`src/rtl/pe_pkg.sv`:
```
// Shared helpers for the weight-stationary PE: weight-ring width helpers and the
// wide saturating/wrapping accumulate used by the MAC datapath.
package pe_pkg;

    // Internal accumulate width; every ACC_W in use must be strictly narrower.
    localparam int unsigned PE_ACC_MAX_W = 64;

    typedef struct packed {
        logic signed [PE_ACC_MAX_W-1:0] sum;
        logic                           ovf;
    } sat_res_t;

    function automatic int unsigned wb_ptr_w(input int unsigned wbanks);
        return (wbanks > 1) ? $clog2(wbanks) : 1;
    endfunction

    function automatic int unsigned wb_cnt_w(input int unsigned wbanks);
        return $clog2(wbanks) + 1;
    endfunction

    // Operands arrive sign-extended from acc_w bits, so the wide add itself never
    // overflows; overflow is judged against the acc_w signed range instead.
    function automatic sat_res_t sat_add(input logic signed [PE_ACC_MAX_W-1:0] a,
                                         input logic signed [PE_ACC_MAX_W-1:0] b,
                                         input int unsigned                    acc_w,
                                         input logic                           saturate);
        logic signed [PE_ACC_MAX_W-1:0] full;
        logic signed [PE_ACC_MAX_W-1:0] hi;
        logic signed [PE_ACC_MAX_W-1:0] lo;
        sat_res_t                       res;
        full    = a + b;
        hi      = (64'sd1 <<< (acc_w - 1)) - 64'sd1;
        lo      = -hi - 64'sd1;
        res.ovf = (full > hi) || (full < lo);
        res.sum = full;
        if (saturate && (full > hi)) begin
            res.sum = hi;
        end else if (saturate && (full < lo)) begin
            res.sum = lo;
        end
        return res;
    endfunction

endpackage

```
`src/rtl/pe_gen_mac.sv`:
```
// Combinational MAC: signed multiply, sign-extend, accumulate with optional clamp.
// ACC_W must lie in [2*DATA_W, PE_ACC_MAX_W-1].
module pe_gen_mac
    import pe_pkg::*;
#(
    parameter int DATA_W   = 8,
    parameter int ACC_W    = 32,
    parameter int SATURATE = 0
) (
    input  logic signed [DATA_W-1:0] i_act,
    input  logic signed [DATA_W-1:0] i_weight,
    input  logic signed [ACC_W-1:0]  i_psum,
    output logic signed [ACC_W-1:0]  o_sum,
    output logic                     o_ovf
);

    logic signed [2*DATA_W-1:0]     w_prod;
    logic signed [PE_ACC_MAX_W-1:0] w_prod_x;
    logic signed [PE_ACC_MAX_W-1:0] w_psum_x;
    sat_res_t                       w_res;
    logic                           w_unused_hi;

    assign w_prod   = i_act * i_weight;
    assign w_prod_x = {{(PE_ACC_MAX_W-2*DATA_W){w_prod[2*DATA_W-1]}}, w_prod};
    assign w_psum_x = {{(PE_ACC_MAX_W-ACC_W){i_psum[ACC_W-1]}}, i_psum};
    assign w_res    = sat_add(w_prod_x, w_psum_x, ACC_W, SATURATE != 0);

    // Truncation to ACC_W is what gives wrap-around when saturation is off.
    assign o_sum       = w_res.sum[ACC_W-1:0];
    assign o_ovf       = w_res.ovf;
    assign w_unused_hi = ^w_res.sum[PE_ACC_MAX_W-1:ACC_W];

endmodule

```
`src/rtl/pe_gen.sv`:
```
// Weight-stationary PE with a WBANKS-deep weight ring, occupancy count and sticky
// misuse flag. All east/south outputs are registered with one cycle of latency.
module pe_gen
    import pe_pkg::*;
#(
    parameter int DATA_W   = 8,
    parameter int ACC_W    = 32,
    parameter int WBANKS   = 2,
    parameter int SATURATE = 0
) (
    input  logic                       clk,
    input  logic                       rst,
    input  logic signed [DATA_W-1:0]   pe_input_in,
    input  logic                       pe_valid_in,
    input  logic                       pe_switch_in,
    input  logic signed [ACC_W-1:0]    pe_psum_in,
    input  logic signed [DATA_W-1:0]   pe_weight_in,
    input  logic                       pe_valid_w_in,
    output logic signed [ACC_W-1:0]    pe_psum_out,
    output logic signed [DATA_W-1:0]   pe_weight_out,
    output logic                       pe_valid_w_out,
    output logic signed [DATA_W-1:0]   pe_input_out,
    output logic                       pe_valid_out,
    output logic                       pe_switch_out,
    output logic                       pe_ovf_out,
    output logic [$clog2(WBANKS):0]    pe_wbuf_count,
    output logic                       pe_wbuf_err
);

    localparam int unsigned      PTR_W    = wb_ptr_w(WBANKS);
    localparam int unsigned      CNT_W    = wb_cnt_w(WBANKS);
    localparam logic [CNT_W-1:0] CNT_FULL = CNT_W'(WBANKS - 1);
    localparam logic [CNT_W-1:0] CNT_ONE  = CNT_W'(1);
    localparam logic [PTR_W-1:0] PTR_ONE  = PTR_W'(1);

    logic signed [DATA_W-1:0] r_slot [WBANKS];
    logic [PTR_W-1:0]         r_act_ptr;
    logic [PTR_W-1:0]         r_wr_ptr;
    logic [CNT_W-1:0]         r_cnt;
    logic                     r_err;
    logic signed [ACC_W-1:0]  r_psum;
    logic                     r_ovf;
    logic signed [DATA_W-1:0] r_input;
    logic                     r_valid;
    logic                     r_switch;
    logic signed [DATA_W-1:0] r_weight;
    logic                     r_valid_w;

    logic                     w_wr_ok;
    logic                     w_sw_ok;
    logic                     w_misuse;
    logic signed [ACC_W-1:0]  w_mac;
    logic                     w_mac_ovf;

    // Both requests are judged on the pre-edge count, so same-cycle pairs cannot rescue each other.
    assign w_wr_ok  = pe_valid_w_in && (r_cnt < CNT_FULL);
    assign w_sw_ok  = pe_switch_in && (r_cnt != '0);
    assign w_misuse = (pe_valid_w_in && !w_wr_ok) || (pe_switch_in && !w_sw_ok);

    pe_gen_mac #(
        .DATA_W   (DATA_W),
        .ACC_W    (ACC_W),
        .SATURATE (SATURATE)
    ) u_mac (
        .i_act    (pe_input_in),
        .i_weight (r_slot[r_act_ptr]),
        .i_psum   (pe_psum_in),
        .o_sum    (w_mac),
        .o_ovf    (w_mac_ovf)
    );

    always_ff @(posedge clk) begin
        if (rst) begin
            for (int i = 0; i < WBANKS; i++) begin
                r_slot[i] <= '0;
            end
            r_act_ptr <= '0;
            r_wr_ptr  <= PTR_ONE;
            r_cnt     <= '0;
            r_err     <= 1'b0;
            r_psum    <= '0;
            r_ovf     <= 1'b0;
            r_input   <= '0;
            r_valid   <= 1'b0;
            r_switch  <= 1'b0;
            r_weight  <= '0;
            r_valid_w <= 1'b0;
        end else begin
            if (w_wr_ok) begin
                r_slot[r_wr_ptr] <= pe_weight_in;
                r_wr_ptr         <= r_wr_ptr + PTR_ONE;
            end
            if (w_sw_ok) begin
                r_act_ptr <= r_act_ptr + PTR_ONE;
            end
            case ({w_wr_ok, w_sw_ok})
                2'b10:   r_cnt <= r_cnt + CNT_ONE;
                2'b01:   r_cnt <= r_cnt - CNT_ONE;
                default: r_cnt <= r_cnt;
            endcase
            if (w_misuse) begin
                r_err <= 1'b1;
            end
            if (pe_valid_w_in) begin
                r_weight <= pe_weight_in;
            end
            r_valid_w <= pe_valid_w_in;
            r_switch  <= pe_switch_in;
            r_valid   <= pe_valid_in;
            if (pe_valid_in) begin
                r_input <= pe_input_in;
                r_psum  <= w_mac;
                r_ovf   <= w_mac_ovf;
            end else begin
                r_input <= '0;
                r_psum  <= '0;
                r_ovf   <= 1'b0;
            end
        end
    end

    assign pe_psum_out    = r_psum;
    assign pe_ovf_out     = r_ovf;
    assign pe_input_out   = r_input;
    assign pe_valid_out   = r_valid;
    assign pe_switch_out  = r_switch;
    assign pe_weight_out  = r_weight;
    assign pe_valid_w_out = r_valid_w;
    assign pe_wbuf_count  = r_cnt;
    assign pe_wbuf_err    = r_err;

endmodule

```
`config.mk`:
```
export PLATFORM = sky130hd
export DESIGN_NAME = pe_gen
export DESIGN_NICKNAME = d
export VERILOG_FILES = /design/src/rtl/pe_pkg.sv /design/src/rtl/pe_gen_mac.sv /design/src/rtl/pe_gen.sv
export SDC_FILE = /design/constraint.sdc
export NUM_CORES = 1
export LEC_CHECK = 0
export BUFFER_PORTS_ARGS = -buffer_cell sky130_fd_sc_hd__buf_2
export CORE_MARGIN = 5
export CORE_UTILIZATION = 40
export CTS_CLUSTER_DIAMETER = 50
export DETAILED_ROUTE_END_ITERATION = 12
export SYNTH_ARGS = -nofsm -noshare
export SYNTH_HDL_FRONTEND = slang
export SYNTH_SLANG_ARGS = --single-unit
export TNS_END_PERCENT = 20
```
`constraint.sdc`:
```
create_clock -name clk -period 17.02 [get_ports clk]
set_input_delay 0.851 -clock clk [delete_from_list [all_inputs] [get_ports clk]]
set_output_delay 0.851 -clock clk [all_outputs]
set_load 0.01 [all_outputs]
```
==> key figures <==
Logic synthesis
  • Post-synth EDFFs: 16
  • Yosys warns: 0
  • Syn Nets: 990
  • Post-synth ARST share: 0%
  • Top cell types by occurrence after synthesis: fa_1, inv_1, ha_1, dfxtp_1, nor2_1
  • Top post-synthesis cells by area: fa_1, dfxtp_1, ha_1
  • Synth top area share: 35.9%
  • Count leader, synth: fa_1
  • Syn Inst Count: 722
  • Cell area after synthesis: 7800 µm²
  • Yosys cell types: 46
  • Ys flop type: dfxtp_1
  • Yosys top cell by area: fa_1
  • Yosys reg bits: between 70 and 80
  • Syn Area/Cell: 10.8 µm²
  • Register area share after synthesis: 21.1%

Clocking
  • CTS max path bufs: 2
  • Cts hold-fix bufs: 0
  • Root buffer cell: clkbuf_16
  • PostCTS Resize Cnt: 0
  • Clk slew on worst S/H paths: 0.06 ns
  • Post-CTS Setup Inserts: 0
  • Worst skew pair latency: 0.33 ns
  • Clock sinks: 74
  • Htree depth: 3
  • Inserted Clock Buffers: 9
  • CTS tree: built

Global route
  • First-pass GRT wire length: 27800 µm
  • Initial antenna violation count: 0
  • Gr usage total: between 15 and 20%
  • Number of global-route vias before repair: ~5500
  • Grt total ovfl: 0
  • Pin count of the biggest net entering global routing: 28

Route
  • DR vias/cell: 4.69
  • DRC Markers: 0
  • Detailed-route via count: 5186
  • Detailed Routing Iterations Pass 1: 4
  • Drt wl/cell: 15.0 µm
  • Total routed wirelength: around 17000 µm
  • Initial drt markers: around 140
  • Antenna viol nets, final: 0

Placed design
  • Hpwl dp: 14100 µm
  • GPL Wtd Cong: 0.820
  • PortBufs: 107

Critical path
  • Worst-path maximum fanout: 13
  • Worst Path Arrival: between 7 and 8 ns
  • Register-to-Register Path Depth: 20
  • Worst setup path end: pe_ovf_out
  • Critical path class: reg -> reg
  • Worst reg2reg endpoint: pe_ovf_out
  • CP startpoint kind: flop
  • Worst path required time: 17.28 ns
  • CP Capture Type: flop
  • Worst R2R Setup Slack: around 9.6 ns

Die
  • Row count: 51
  • Die area: 22400 µm²
  • DIE WIDTH: 150 µm
  • CORE AREA: 19300 µm²
  • Initial Util: 40.3%
  • # IOs: 108
  • Die height: 150 µm

Layout
  • Synthesis-to-layout area growth: 14.9%
  • Nets: ~1100
  • Fillcell total: 1861
  • N_diodes: 0
  • Layout cells sized above 1: 16.8%

Timing
  • Final hold vios: 0
  • Slew headroom: 38.7%
  • Unrepaired setup endpoints after global routing: no
  • Worst slew pin tran: 0.918 ns
  • Final Cycle Share: 43.6%
  • Fin Setup TNS: 0 ns
  • Pins Over Slew Limit: 0
  • Setup Viol. Count Final: 0
  • Fin crit period: 7.42 ns
  • F_max: 0.135 GHz
  • Clock skew: 0.00404 ns

Flow run
  • Number of max-cap violations: 0

Run status
  • Outcome: finished, final reports clean

Worst hold path
  • Hold crit path type: reg -> reg
-- metal layers --
layer | global-route usage [%] | vias to the layer above | share of wire (%)
met1 | 20.8 | 2553 | 46
met5 | 0 | - | 0
met2 | 27.2 | 85 | 50
met3 | 2.30 | 15 | 3.3
met4 | 3.30 | 0 | 1.3
li1 | - | 2533 | -
-- cell type report --
class                   count  area, µm²  share of cell area, %
well taps                 265        332                   3.70
inverters                 101        379                   4.23
multi-input cells         536       5730                   64.0
clock buffers              13        250                   2.79
flip-flops and latches     74       1640                   18.3
repair buffers            113        581                   6.48
clock inverters             3       40.0                  0.447
-- stage by stage --
| step | hold slack (ns) | utilization (%) | setup WS, ns | std cells | cell area [µm²] |
|---|---|---|---|---|---|
| after detailed placement | 0.473 | 44.8 | 9.53 | 1089 | 8670 |
| after CTS | 0.486 | 46.3 | 9.48 | 1105 | 8960 |
| after floorplan | 0.481 | - | 10.20 | 722 | 7800 |
| after global routing | 0.511 | 46.3 | 8.99 | 1105 | 8960 |
| final | 0.483 | 46.3 | 9.60 | 1105 | 8960 |
| after global placement | 0.462 | 44.8 | 9.73 | 1089 | 8670 |
-- cells in the final DEF (no fill, tap or decap), types with 3 or more instances in the layout --
master,n
fa_1,140
buf_2,107
inv_1,101
ha_1,75
dfxtp_1,58
nor2_1,52
and2_1,44
nand2_1,34
a21oi_1,29
nor2b_1,25
xor2_1,17
xnor2_1,16
edfxtp_1,16
mux2i_1,13
a21o_1,12
clkbuf_16,9
a211oi_1,8
o21ai_0,8
nor3_1,7
nand2b_1,6
nand3_1,6
buf_4,6
o21a_1,5
mux2_2,4
a31oi_1,4
or2_2,3
o21bai_1,3
clkbuf_1,3
-- state kept, by name, indices dropped and copies added (netlist names), 2 cells and up, named ones only --
register	count
pe_wbuf_count	2
pe_psum_out	32
pe_input_out	8
r_slot	16
pe_weight_out	8
-- cell families after synthesis --
group / count (synthesis) / synth area share, %
AOI/OAI and AO/OA: 86 / 7.41
xor gates and xnor gates: 34 / 4.00
adders and majority gates: 215 / 48.0
buffers and inverters: 112 / 5.41
DFF: 74 / 21.1
muxes: 17 / 2.25
and+or+nand+nor: 184 / 11.9
-- critical path: stages (launching register included) --
cell      delay [ns]
dfxtp_1         0.57
mux2i_1         0.67
nand2b_1        0.29
inv_1           0.08
fa_1            0.53
inv_1           0.15
fa_1            0.79
inv_1           0.50
fa_1            0.64
fa_1            0.49
ha_1            0.31
ha_1            0.38
a21o_1          0.22
a31oi_1         0.19
nor4b_1         0.21
or3b_1          0.37
a21oi_1         0.14
a211oi_1        0.07
xnor2_1         0.20
xnor3_1         0.43
nor2_1          0.10
-- how the worst min path moves through the flow --
| stage | endpoint | startpoint | cells after the start | slack (ns) |
|---|---|---|---|---|
| floorplan | flop | r_act_ptr | 2 | 0.48 |
| global placement | pe_wbuf_err | pe_wbuf_err | 2 | 0.46 |
| detailed placement | pe_wbuf_err | pe_wbuf_err | 2 | 0.47 |
| CTS | pe_wbuf_err | pe_wbuf_err | 2 | 0.49 |
| global route | pe_weight_out[5] | pe_weight_out[5] | 2 | 0.51 |
| finish | pe_wbuf_err | pe_wbuf_err | 2 | 0.48 |
Power is not shown: default switching activity piles up to over one toggle a cycle in this logic, so the estimate is an artifact.
